<file path="config.mk">
export PLATFORM = sky130hd
export DESIGN_NAME = et_chord_player
export DESIGN_NICKNAME = d
export VERILOG_FILES = /design/src/rtl/et_chord_player.sv
export SDC_FILE = /design/constraint.sdc
export NUM_CORES = 1
export LEC_CHECK = 0
export BUFFER_PORTS_ARGS = -buffer_cell sky130_fd_sc_hd__buf_2
export CAP_MARGIN = 20
export CORE_MARGIN = 5
export CORE_UTILIZATION = 42
export DETAILED_ROUTE_END_ITERATION = 10
export GPL_ROUTABILITY_DRIVEN = 1
export MAX_ROUTING_LAYER = met4
export PLACE_DENSITY = 0.65
export SKIP_CTS_REPAIR_TIMING = 1
export SYNTH_ARGS = -nofsm -noshare
export SYNTH_HDL_FRONTEND = slang
export SYNTH_SLANG_ARGS = --single-unit
</file>
<file path="constraint.sdc">
create_clock -name CLK100MHZ -period 5.7 [get_ports CLK100MHZ]
set_input_delay 1.425 -clock CLK100MHZ [delete_from_list [all_inputs] [get_ports CLK100MHZ]]
set_output_delay 1.425 -clock CLK100MHZ [all_outputs]
set_load 0.1 [all_outputs]
</file>
<file path="src/rtl/et_chord_player.sv">
// Ear-training chord sequencer: latches a chord, converts note IDs to voice periods,
// then plays an optional arpeggio followed by the block chord.
module et_chord_player #(
   parameter int unsigned NOTE_CYC  = 50000000,
   parameter int unsigned GAP_CYC   = 10000000,
   parameter int unsigned CHORD_CYC = 100000000,
   parameter int unsigned ID_LO     = 28,
   parameter int unsigned ID_HI     = 63
) (
   input  logic        CLK100MHZ,
   input  logic        CPU_RESETN,
   input  logic        start,
   input  logic        abort,
   input  logic        arp_en,
   input  logic [1:0]  note_num,
   input  logic [6:0]  note_id_0,
   input  logic [6:0]  note_id_1,
   input  logic [6:0]  note_id_2,
   output logic [31:0] clks_per_period_0,
   output logic [31:0] clks_per_period_1,
   output logic [31:0] clks_per_period_2,
   output logic [2:0]  new_period,
   output logic [2:0]  voice_en,
   output logic        busy,
   output logic        done,
   output logic        bad_note
);

   localparam int unsigned CW = 32;

   typedef enum logic [2:0] {
      IDLE, CONV0, CONV1, CONV2, ARP_ON, ARP_GAP, CHORD, FIN
   } state_t;

   state_t          state, state_d;
   logic [CW-1:0]   cnt, cnt_d;
   logic [1:0]      p, p_d;
   logic            arp_q, arp_d;
   logic [1:0]      num_q, num_d;
   logic [6:0]      ids_q [3];
   logic [6:0]      ids_d [3];
   logic [31:0]     per_q [3];
   logic [31:0]     per_d [3];
   logic [2:0]      vmask, vmask_d;
   logic [2:0]      np_d, ve_d;
   logic            busy_d, done_d, bad_d;
   logic [2:0]      conv_hit;
   logic            used, ok;
   logic [31:0]     newp;

   function automatic logic [31:0] base_period(input logic [3:0] idx);
      case (idx)
         4'd0:    return 32'd3057805;
         4'd1:    return 32'd2886184;
         4'd2:    return 32'd2724194;
         4'd3:    return 32'd2571298;
         4'd4:    return 32'd2426982;
         4'd5:    return 32'd2290765;
         4'd6:    return 32'd2162195;
         4'd7:    return 32'd2040840;
         4'd8:    return 32'd1926296;
         4'd9:    return 32'd1818182;
         4'd10:   return 32'd1716135;
         default: return 32'd1619816;
      endcase
   endfunction

   // Octave 0 is C3; each higher octave halves the period.
   function automatic logic [31:0] id_to_period(input logic [6:0] id);
      logic [6:0] d;
      logic [1:0] oct;
      logic [3:0] idx;
      d = 7'(id - 7'(ID_LO));
      if (d >= 7'd24) begin
         oct = 2'd2;
         idx = 4'(d - 7'd24);
      end else if (d >= 7'd12) begin
         oct = 2'd1;
         idx = 4'(d - 7'd12);
      end else begin
         oct = 2'd0;
         idx = 4'(d);
      end
      return base_period(idx) >> (32'(oct) + 32'd2);
   endfunction

   always_comb begin
      state_d  = state;
      cnt_d    = cnt + CW'(1);
      p_d      = p;
      arp_d    = arp_q;
      num_d    = num_q;
      ids_d    = ids_q;
      per_d    = per_q;
      vmask_d  = vmask;
      bad_d    = bad_note;
      np_d     = '0;
      ve_d     = '0;
      used     = 1'b0;
      ok       = 1'b0;
      newp     = '0;

      case (state)
         IDLE: if (start && !abort) begin
            state_d  = CONV0;
            arp_d    = arp_en;
            num_d    = note_num;
            ids_d[0] = note_id_0;
            ids_d[1] = note_id_1;
            ids_d[2] = note_id_2;
         end
         CONV0: state_d = CONV1;
         CONV1: state_d = CONV2;
         CONV2: begin
            if (num_q == 2'd0)  state_d = FIN;
            else if (arp_q) begin
               state_d = ARP_ON;
               p_d     = 2'd0;
            end else            state_d = CHORD;
         end
         ARP_ON:  if (cnt == CW'(NOTE_CYC - 1)) state_d = ARP_GAP;
         ARP_GAP: if (cnt == CW'(GAP_CYC - 1)) begin
            p_d     = p + 2'd1;
            state_d = (p + 2'd1 == num_q) ? CHORD : ARP_ON;
         end
         CHORD:   if (cnt == CW'(CHORD_CYC - 1)) state_d = FIN;
         FIN:     state_d = IDLE;
         default: state_d = IDLE;
      endcase

      if (abort && state != IDLE) state_d = IDLE;
      if (state_d != state) cnt_d = '0;

      // Period conversion lands in the same cycle the matching CONV state is shown.
      conv_hit = {state_d == CONV2, state_d == CONV1, state_d == CONV0};
      for (int i = 0; i < 3; i++) begin
         if (conv_hit[i]) begin
            used       = 2'(i) < num_d;
            ok         = (ids_d[i] >= 7'(ID_LO)) && (ids_d[i] <= 7'(ID_HI));
            newp       = (used && ok) ? id_to_period(ids_d[i]) : 32'd0;
            np_d[i]    = newp != per_q[i];
            per_d[i]   = newp;
            vmask_d[i] = used && ok;
            bad_d      = ((i == 0) ? 1'b0 : bad_note) | (used && !ok);
         end
      end

      case (state_d)
         ARP_ON:  ve_d = vmask_d & (3'b001 << p_d);
         CHORD:   ve_d = vmask_d;
         default: ve_d = '0;
      endcase
      busy_d = state_d != IDLE;
      done_d = state_d == FIN;
   end

   always_ff @(posedge CLK100MHZ or negedge CPU_RESETN) begin
      if (!CPU_RESETN) begin
         state      <= IDLE;
         cnt        <= '0;
         p          <= '0;
         arp_q      <= 1'b0;
         num_q      <= '0;
         ids_q      <= '{default: '0};
         per_q      <= '{default: '0};
         vmask      <= '0;
         new_period <= '0;
         voice_en   <= '0;
         busy       <= 1'b0;
         done       <= 1'b0;
         bad_note   <= 1'b0;
      end else begin
         state      <= state_d;
         cnt        <= cnt_d;
         p          <= p_d;
         arp_q      <= arp_d;
         num_q      <= num_d;
         ids_q      <= ids_d;
         per_q      <= per_d;
         vmask      <= vmask_d;
         new_period <= np_d;
         voice_en   <= ve_d;
         busy       <= busy_d;
         done       <= done_d;
         bad_note   <= bad_d;
      end
   end

   assign clks_per_period_0 = per_q[0];
   assign clks_per_period_1 = per_q[1];
   assign clks_per_period_2 = per_q[2];

endmodule

</file>
==> impl_metrics.py, run 1 <==
metrics = {
    "placed_design": {
        "dp_hpwl_um": 40550,
        "io_buffers": 96,
        "finalWeightedCongestion": 1.026,
        "post_dp_cell_area_um2": 16440,
        "dp.cells": 2437,
    },
    "pwr": {
        "clockPowerShare_pct": 10.3,
        "swShare_pct": 52.86,
        "comb_power_share_pct": 77.1,
        "power_density_nw_per_um2": 597.9,
        "ir_drop_v": 0.0003354,
        "power_switching_uw": 5541,
        "p_leak_uw": 0.007960,
        "total_power_uw": 10480,
        "p_int_uw": 4941,
        "pwr-share-seq_pct": 12.7,
    },
    "timing": {
        "fin_crit_sh_pct": 100.9,
        "relSlewSlack_pct": 30.96,
        "fin_skew_ns": 0.02383,
        "postLayoutSetupSlackWorst_ns": -0.05252,
        "fmax_mhz": 173.8,
        "post-route-min-period_ns": 5.753,
        "final-hold-violation-count": 0,
        "worst_pin_slew_ns": 1.036,
        "setup_violations": 2,
        "drv_slew": 0,
        "rsz0062_at_grt": "true",
    },
    "yosys": {
        "synth_edf_count": 0,
        "synth_top_area_share_pct": 26.06,
        "synth.cell_area_um2": 12770,
        "synth_most_common_cell": "nand2_1",
        "synth.largest_area_cell": "dfrtp_1",
        "synth.distinct_cells": 100,
        "ys_top_cells_by_count": "nand2_1, dfrtp_1, nor2_1",
        "avgSynthCellArea_um2": 7.674,
        "synth_seq_cells": 133,
        "yosysWarnings": 0,
        "synthCells": 1664,
        "synth-seq-area-share_pct": 26.06,
        "synthArstFlopShare_pct": 100.0,
        "synth_area_leaders": "dfrtp_1, nand2_1, o21ai_0",
        "ys.flop_type": "dfrtp_1",
    },
    "critical_path": {
        "cp.depth": 23,
        "cp_common_cell": "buf_4",
        "path_delay_family": "compound AO/OA/AOI/OAI gates",
        "worst-path-buf-inv": 7,
        "rr_worst_depth": 22,
        "crit_path_max_incr_delay_ns": 0.48,
        "arrival_ns": 6.06,
        "required_ns": 6.00,
        "crit_path_start_kind": "primary input",
        "critPathSlowestCell": "or4b_4",
        "worstPathMaxFanout": 10,
        "cp-end-kind": "flop",
        "path_cells": "buf_8 -> or4b_4 -> nor2_4 -> buf_6 -> mux2_4 -> ha_4 -> buf_4 -> nor2b_1 -> o2111ai_1 -> nand2_1 -> or2_1 -> buf_6 -> buf_4 -> buf_4 -> nor3_1 -> buf_4 -> a21oi_1 -> o31ai_1 -> a31oi_1 -> a22o_1 -> a211o_1 -> a2111oi_4 -> a41oi_2",
        "worstSetupPathType": "primary input to flop",
    },
    "clock_tree": {
        "cts.sinks": 133,
        "path_clk_slew_ns": 0.06,
        "h-tree-depth": 4,
        "cts_made_buffers": 17,
        "cts_tree": "built",
        "clk_latency_ns": 0.45,
        "clockRootBuffer": "clkbuf_16",
        "clockBufferDepth": 2,
    },
    "floorplanning": {
        "die_h_um": 184.4,
        "die_area_um2": 33990,
        "die-width_um": 184.4,
        "core_um2": 29800,
        "io_pins": 133,
        "rows": 63,
        "initial_utilization_pct": 42.86,
    },
    "detailed_routing": {
        "drt-total-wl_um": 53880,
        "vias_per_cell": 6.133,
        "drcViolationCount": 0,
        "antenna_left": 0,
        "drt_first_pass_iters": 6,
        "wire_per_inst_um": 21.69,
        "drt-initial-drc-count": 1835,
        "num_vias": 15230,
    },
    "finish": {
        "fin_nets": 2140,
        "nFillCells": 2748,
        "num_antenna_cells": 0,
        "drive_gt1_share_pct": 33.29,
        "seqCellArea_um2": 3328,
        "fin_area_um2": 17530,
        "syn_to_final_growth_pct": 37.30,
        "multiInputGateArea_um2": 9366,
        "stdcell_count": 2484,
    },
    "grt": {
        "grt_pass1_wl_um": 82750,
        "grt_max_degree": 92,
        "grt_pass1_vias": 14260,
        "track_usage_pct": 31.52,
        "overflow": 0,
        "antenna_found_initial": 0,
    },
    "outcome": {
        "violations": "negative setup slack",
        "outcome": "finished with violations",
    },
    "hold_path": {
        "min_delay_path_depth": 2,
        "hold_class": "flop to flop",
    },
    "job": {
        "max_cap_viol_count": 0,
    },
}
==> cells by family (layout without fill, tap and decap cells) <==
family | Yosys count | count (layout) | share of synthesized area, %
mux | 47 | 47 | 4.066
flops | 133 | 133 | 26.06
buf+inv | 183 | 578 | 6.976
simple gates | 661 | 661 | 25.43
fa+ha+maj | 31 | 31 | 3.037
xor+xnor | 67 | 67 | 4.654
compound gates | 541 | 541 | 29.75
other cells | 1 | 36 | 0.02937
==> layout by cell type (no fill, tap or decap), types with 13 or more instances in the layout <==
| master | count |
|---|---|
| clkbuf_16 | 17 |
| nand2_1 | 207 |
| a211o_1 | 13 |
| o31ai_1 | 24 |
| o21ai_0 | 104 |
| o211ai_1 | 31 |
| nand3_1 | 61 |
| nor4_1 | 16 |
| xnor2_1 | 31 |
| ha_1 | 27 |
| nand4_1 | 21 |
| or3_1 | 18 |
| a21o_1 | 17 |
| a21oi_1 | 78 |
| nor3_1 | 61 |
| buf_4 | 394 |
| and3_1 | 25 |
| xor2_1 | 34 |
| nor2b_1 | 20 |
| nor2_1 | 125 |
| mux2_2 | 17 |
| conb_1 | 36 |
| a221oi_1 | 13 |
| buf_2 | 94 |
| a31oi_1 | 23 |
| dfrtp_1 | 133 |
| inv_1 | 32 |
| mux2i_1 | 23 |
==> per-stage QoR <==
stage                     TNS [ns]  util [%]  setup slack (ns)  hold slack (ns)
final                      -0.1049     58.84          -0.05252           0.4770
after global routing       -0.4476     58.84           -0.1580           0.4973
after CTS                  -0.7667     56.99           -0.3341           0.4824
after detailed placement    -2.266     55.17           -0.7571           0.4690
after global placement      -2.033     55.17           -0.7458           0.4700
after floorplan            -0.5138         -           -0.3347           0.4346
==> metal layers <==
| metal | vias up | routed length [µm] | GRT usage [%] |
|---|---|---|---|
| met2 | 792 | 23480 | 45.75 |
| li1 | 7003 | - | - |
| met1 | 7328 | 24730 | 45.62 |
| met5 | - | 0 | - |
| met4 | 0 | 1369 | 8.725 |
| met3 | 111 | 4299 | 4.855 |
==> cell type report <==
| class | count | share of cell area [%] |
|---|---|---|
| inverter | 41 | 0.8778 |
| multi-input combinational | 1383 | 53.42 |
| clock buffer | 20 | 2.548 |
| tap | 390 | 2.783 |
| timing repair buffer | 505 | 20.84 |
| sequential | 133 | 18.98 |
| clock inverter | 12 | 0.5495 |
==> state kept, by name, summed over array words and instances (netlist names), 3 cells and up <==
| signal | cells |
|---|---|
| vmask | 3 |
| state | 3 |
| ids_q | 21 |
| cnt | 32 |
| clks_per_period_0 | 20 |
| new_period | 3 |
| clks_per_period_2 | 20 |
| clks_per_period_1 | 20 |
| voice_en | 3 |
==> power groups by stage <==
| stage | clock (µW) | combinational (µW) | sequential [µW] |
|---|---|---|---|
| 2_1_floorplan | 0 | 3660 | 1930 |
| 3_3_place_gp | 0 | 7490 | 1330 |
| 3_5_place_dp | 0 | 7440 | 1330 |
| 4_1_cts | 1100 | 7480 | 1320 |
| 5_1_grt | 1140 | 8500 | 1350 |
| 6_report | 1080 | 8080 | 1330 |
==> path summary, 6_finish.rpt <==
kind,startpoint,endpoint,slack [ns]
max in group asynchronous,CPU_RESETN,p[0],3.45
setup reg to reg,state[0],new_period[1],0.52
min in group asynchronous,CPU_RESETN,cnt[30],1.07
hold reg to reg,vmask[1],vmask[1],0.48
setup / recovery,start,new_period[1],-0.05
hold / removal,vmask[1],vmask[1],0.48
==> worst reg2reg max path, stage by stage (launching register included) <==
cell and delay (ns):
dfrtp_1 0.40, or4b_4 0.57, nor2_4 0.16, buf_6 0.12
mux2_4 0.33, ha_4 0.20, buf_4 0.14, nor2b_1 0.12
o2111ai_1 0.19, nand2_1 0.10, or2_1 0.24, buf_6 0.14
buf_4 0.13, buf_4 0.16, nor3_1 0.21, buf_4 0.16
a21oi_1 0.08, o31ai_1 0.35, a31oi_1 0.09, a22o_1 0.24
a211o_1 0.35, a2111oi_4 0.38, a41oi_2 0.15
No activity file was read; power rests on OpenSTA's default activity.
==> inputs of run 2 (changes only) <==
- CELL_PAD_IN_SITES_DETAIL_PLACEMENT: default -> 0
- CELL_PAD_IN_SITES_GLOBAL_PLACEMENT: default -> 1
- CORE_UTILIZATION: 42 -> 41
- PLACE_DENSITY: 0.65 -> 0.82
==> run 2 against run 1 <==
  * The run now ends clean
  * Clock-buffer cell count down 2
  * Power down 1.8%
  * Combinational power down 2.8%
  * Critical endpoint is now new_period[0]
  * Wire length down 2.8%
  * Clock skew down 0.0080 ns
  * Sequential share of layout area up 0.067 points
  * Clock power up 4%
  * Global-route usage down 2.2 points
  * Via count down 0.95%
  * Final area down 0.35%
==> impl_metrics.py, run 2 (synthesis results as in run 1) <==
metrics = {
    "timing": {
        "drv_slew": 0,
        "relSlewSlack_pct": 37.34,
        "post-route-min-period_ns": 5.650,
        "setup_violations": 0,
        "rsz0062_at_grt": "true",
        "worst_pin_slew_ns": 0.9371,
        "fin_crit_sh_pct": 99.13,
        "final-hold-violation-count": 0,
        "fmax_mhz": 177.0,
        "fin_skew_ns": 0.01584,
        "postLayoutSetupSlackWorst_ns": 0.04965,
    },
    "critical_path": {
        "worst-path-buf-inv": 3,
        "crit_start": "start",
        "required_ns": 6.02,
        "cp.depth": 19,
        "cp_common_cell": "o21ai_2",
        "critPathSlowestCell": "or4_1",
        "crit_path_max_incr_delay_ns": 0.53,
        "arrival_ns": 5.97,
        "worstPathMaxFanout": 8,
        "crit_path_start_kind": "primary input",
        "path_cells": "buf_8 -> or4b_4 -> nor2_4 -> buf_12 -> mux2_4 -> ha_4 -> or2_4 -> a2111o_1 -> and2_4 -> o21a_1 -> o21ai_2 -> o21ai_2 -> buf_4 -> o221ai_4 -> o21ai_2 -> and3_1 -> a2111o_1 -> or4_1 -> o31a_1",
        "path_delay_family": "compound AO/OA/AOI/OAI gates",
        "cp-end-kind": "flop",
        "crit_path_end": "new_period[0]",
        "r2r_slack_ns": 0.64,
        "rr_endpoint": "new_period[2]",
        "rr_startpoint": "state[0]",
        "rr_worst_depth": 23,
        "worstSetupPathType": "primary input to flop",
    },
    "grt": {
        "overflow": 0,
        "track_usage_pct": 29.29,
        "grt_pass1_wl_um": 81790,
        "grt_pass1_vias": 14440,
        "grt_max_degree": 94,
        "antenna_found_initial": 1,
    },
    "floorplanning": {
        "core_um2": 30670,
        "die-width_um": 186.5,
        "io_pins": 133,
        "rows": 64,
        "initial_utilization_pct": 41.64,
        "die_h_um": 186.5,
        "die_area_um2": 34770,
    },
    "clock_tree": {
        "clockRootBuffer": "clkbuf_16",
        "path_clk_slew_ns": 0.06,
        "cts.sinks": 133,
        "h-tree-depth": 4,
        "clk_latency_ns": 0.44,
        "clockBufferDepth": 2,
        "cts_tree": "built",
        "cts_made_buffers": 17,
    },
    "hold_path": {
        "hp-start": "cnt[0]",
        "hold_class": "flop to flop",
    },
    "pwr": {
        "p_int_uw": 4878,
        "pwr-share-seq_pct": 12.9,
        "ir_drop_v": 0.0003364,
        "swShare_pct": 52.62,
        "clockPowerShare_pct": 10.9,
        "power_switching_uw": 5418,
        "p_leak_uw": 0.007929,
        "power_density_nw_per_um2": 589.3,
        "comb_power_share_pct": 76.3,
    },
    "finish": {
        "drive_gt1_share_pct": 33.11,
        "final_common_cell": "buf_4",
        "layout_common_cells": "buf_4, nand2_1, dfrtp_1, nor2_1, o21ai_0",
        "fin_nets": 2124,
        "largest_reg_flops": 32,
        "seqCellArea_um2": 3328,
        "top_register": "cnt",
        "syn_to_final_growth_pct": 36.82,
        "nFillCells": 2899,
        "fin_area_um2": 17470,
        "multiInputGateArea_um2": 9330,
        "reg.largest.list": "cnt: 32 flops, ids_q: 21 flops",
    },
    "detailed_routing": {
        "wl_met3_um": 3658,
        "drt-initial-drc-count": 1566,
        "drt_first_pass_iters": 7,
        "wire_per_inst_um": 21.15,
        "wl_met2_um": 23310,
        "num_vias": 15090,
        "drt-total-wl_um": 52380,
        "vias_per_cell": 6.094,
        "top_layer_used": "met4",
        "wl_met1_um": 23890,
        "antenna_left": 0,
        "drcViolationCount": 0,
    },
    "placed_design": {
        "post_dp_cell_area_um2": 16390,
        "io_buffers": 96,
        "post-place-ws_ns": -0.6344,
        "dp_hpwl_um": 39790,
        "finalWeightedCongestion": 1.016,
    },
    "outcome": {
        "outcome": "finished clean",
    },
    "job": {
        "max_cap_viol_count": 0,
    },
}
==> run 2: changes by cell type in the layout (fill, tap and decap cells not counted), moves of 3 or more <==
cell | previous run | this run
o31ai_2 | 1 | 5
buf_12 | 3 | 7
buf_6 | 12 | 6
a2111oi_2 | 3 | 7
nand2_1 | 207 | 204
a21oi_1 | 78 | 73
nor3_2 | 7 | 10
nor3_1 | 61 | 57
a21oi_2 | 8 | 15
buf_4 | 394 | 379
==> run 2: how the worst min path moves through the flow <==
stage / to / slack [ns] / depth (start not counted)
after global placement: vmask[1] / 0.46 / 2
after CTS: cnt[0] / 0.48 / 1
after global routing: cnt[0] / 0.51 / 1
final: cnt[0] / 0.48 / 1
after detailed placement: cnt[0] / 0.48 / 1
after floorplan: vmask[2] / 0.43 / 2
==> run 2: power by group through the flow <==
stage | combinational [µW] | clock [µW] | sequential (µW)
after floorplan | 3660 | 0 | 1930
after global placement | 7270 | 0 | 1330
after detailed placement | 7240 | 0 | 1330
after CTS | 7280 | 1130 | 1310
after global routing | 8310 | 1180 | 1340
final | 7850 | 1120 | 1320
==> run 2: per-layer routing <==
layer	track usage, %	up-vias
met4	7.820	0
met3	3.718	113
met5	-	-
li1	-	6984
met2	44.07	740
met1	41.80	7252
==> run 2: through the flow <==
step | hold WS (ns) | setup TNS, ns | power [µW] | std cells | utilization [%]
global placement | 0.4610 | -2.012 | 8598 | 2432 | 53.43
global route | 0.5112 | -0.1161 | 10830 | 2475 | 56.96
finish | 0.4801 | 0 | 10300 | 2476 | 56.97
detailed placement | 0.4797 | -2.076 | 8569 | 2432 | 53.43
CTS | 0.4848 | -0.2453 | 9731 | 2464 | 55.28
floorplan | 0.4346 | -0.5138 | 5590 | 1699 | -
==> run 2: layout make-up <==
type / instances / share of cell area [%]
diodes: 2 / 0.02865
clock buffers: 18 / 2.456
clock inverters: 14 / 0.7949
inverters: 41 / 0.8808
multi-input cells: 1383 / 53.40
flip-flops and latches: 133 / 19.05
well taps: 396 / 2.836
repair buffers: 489 / 20.55
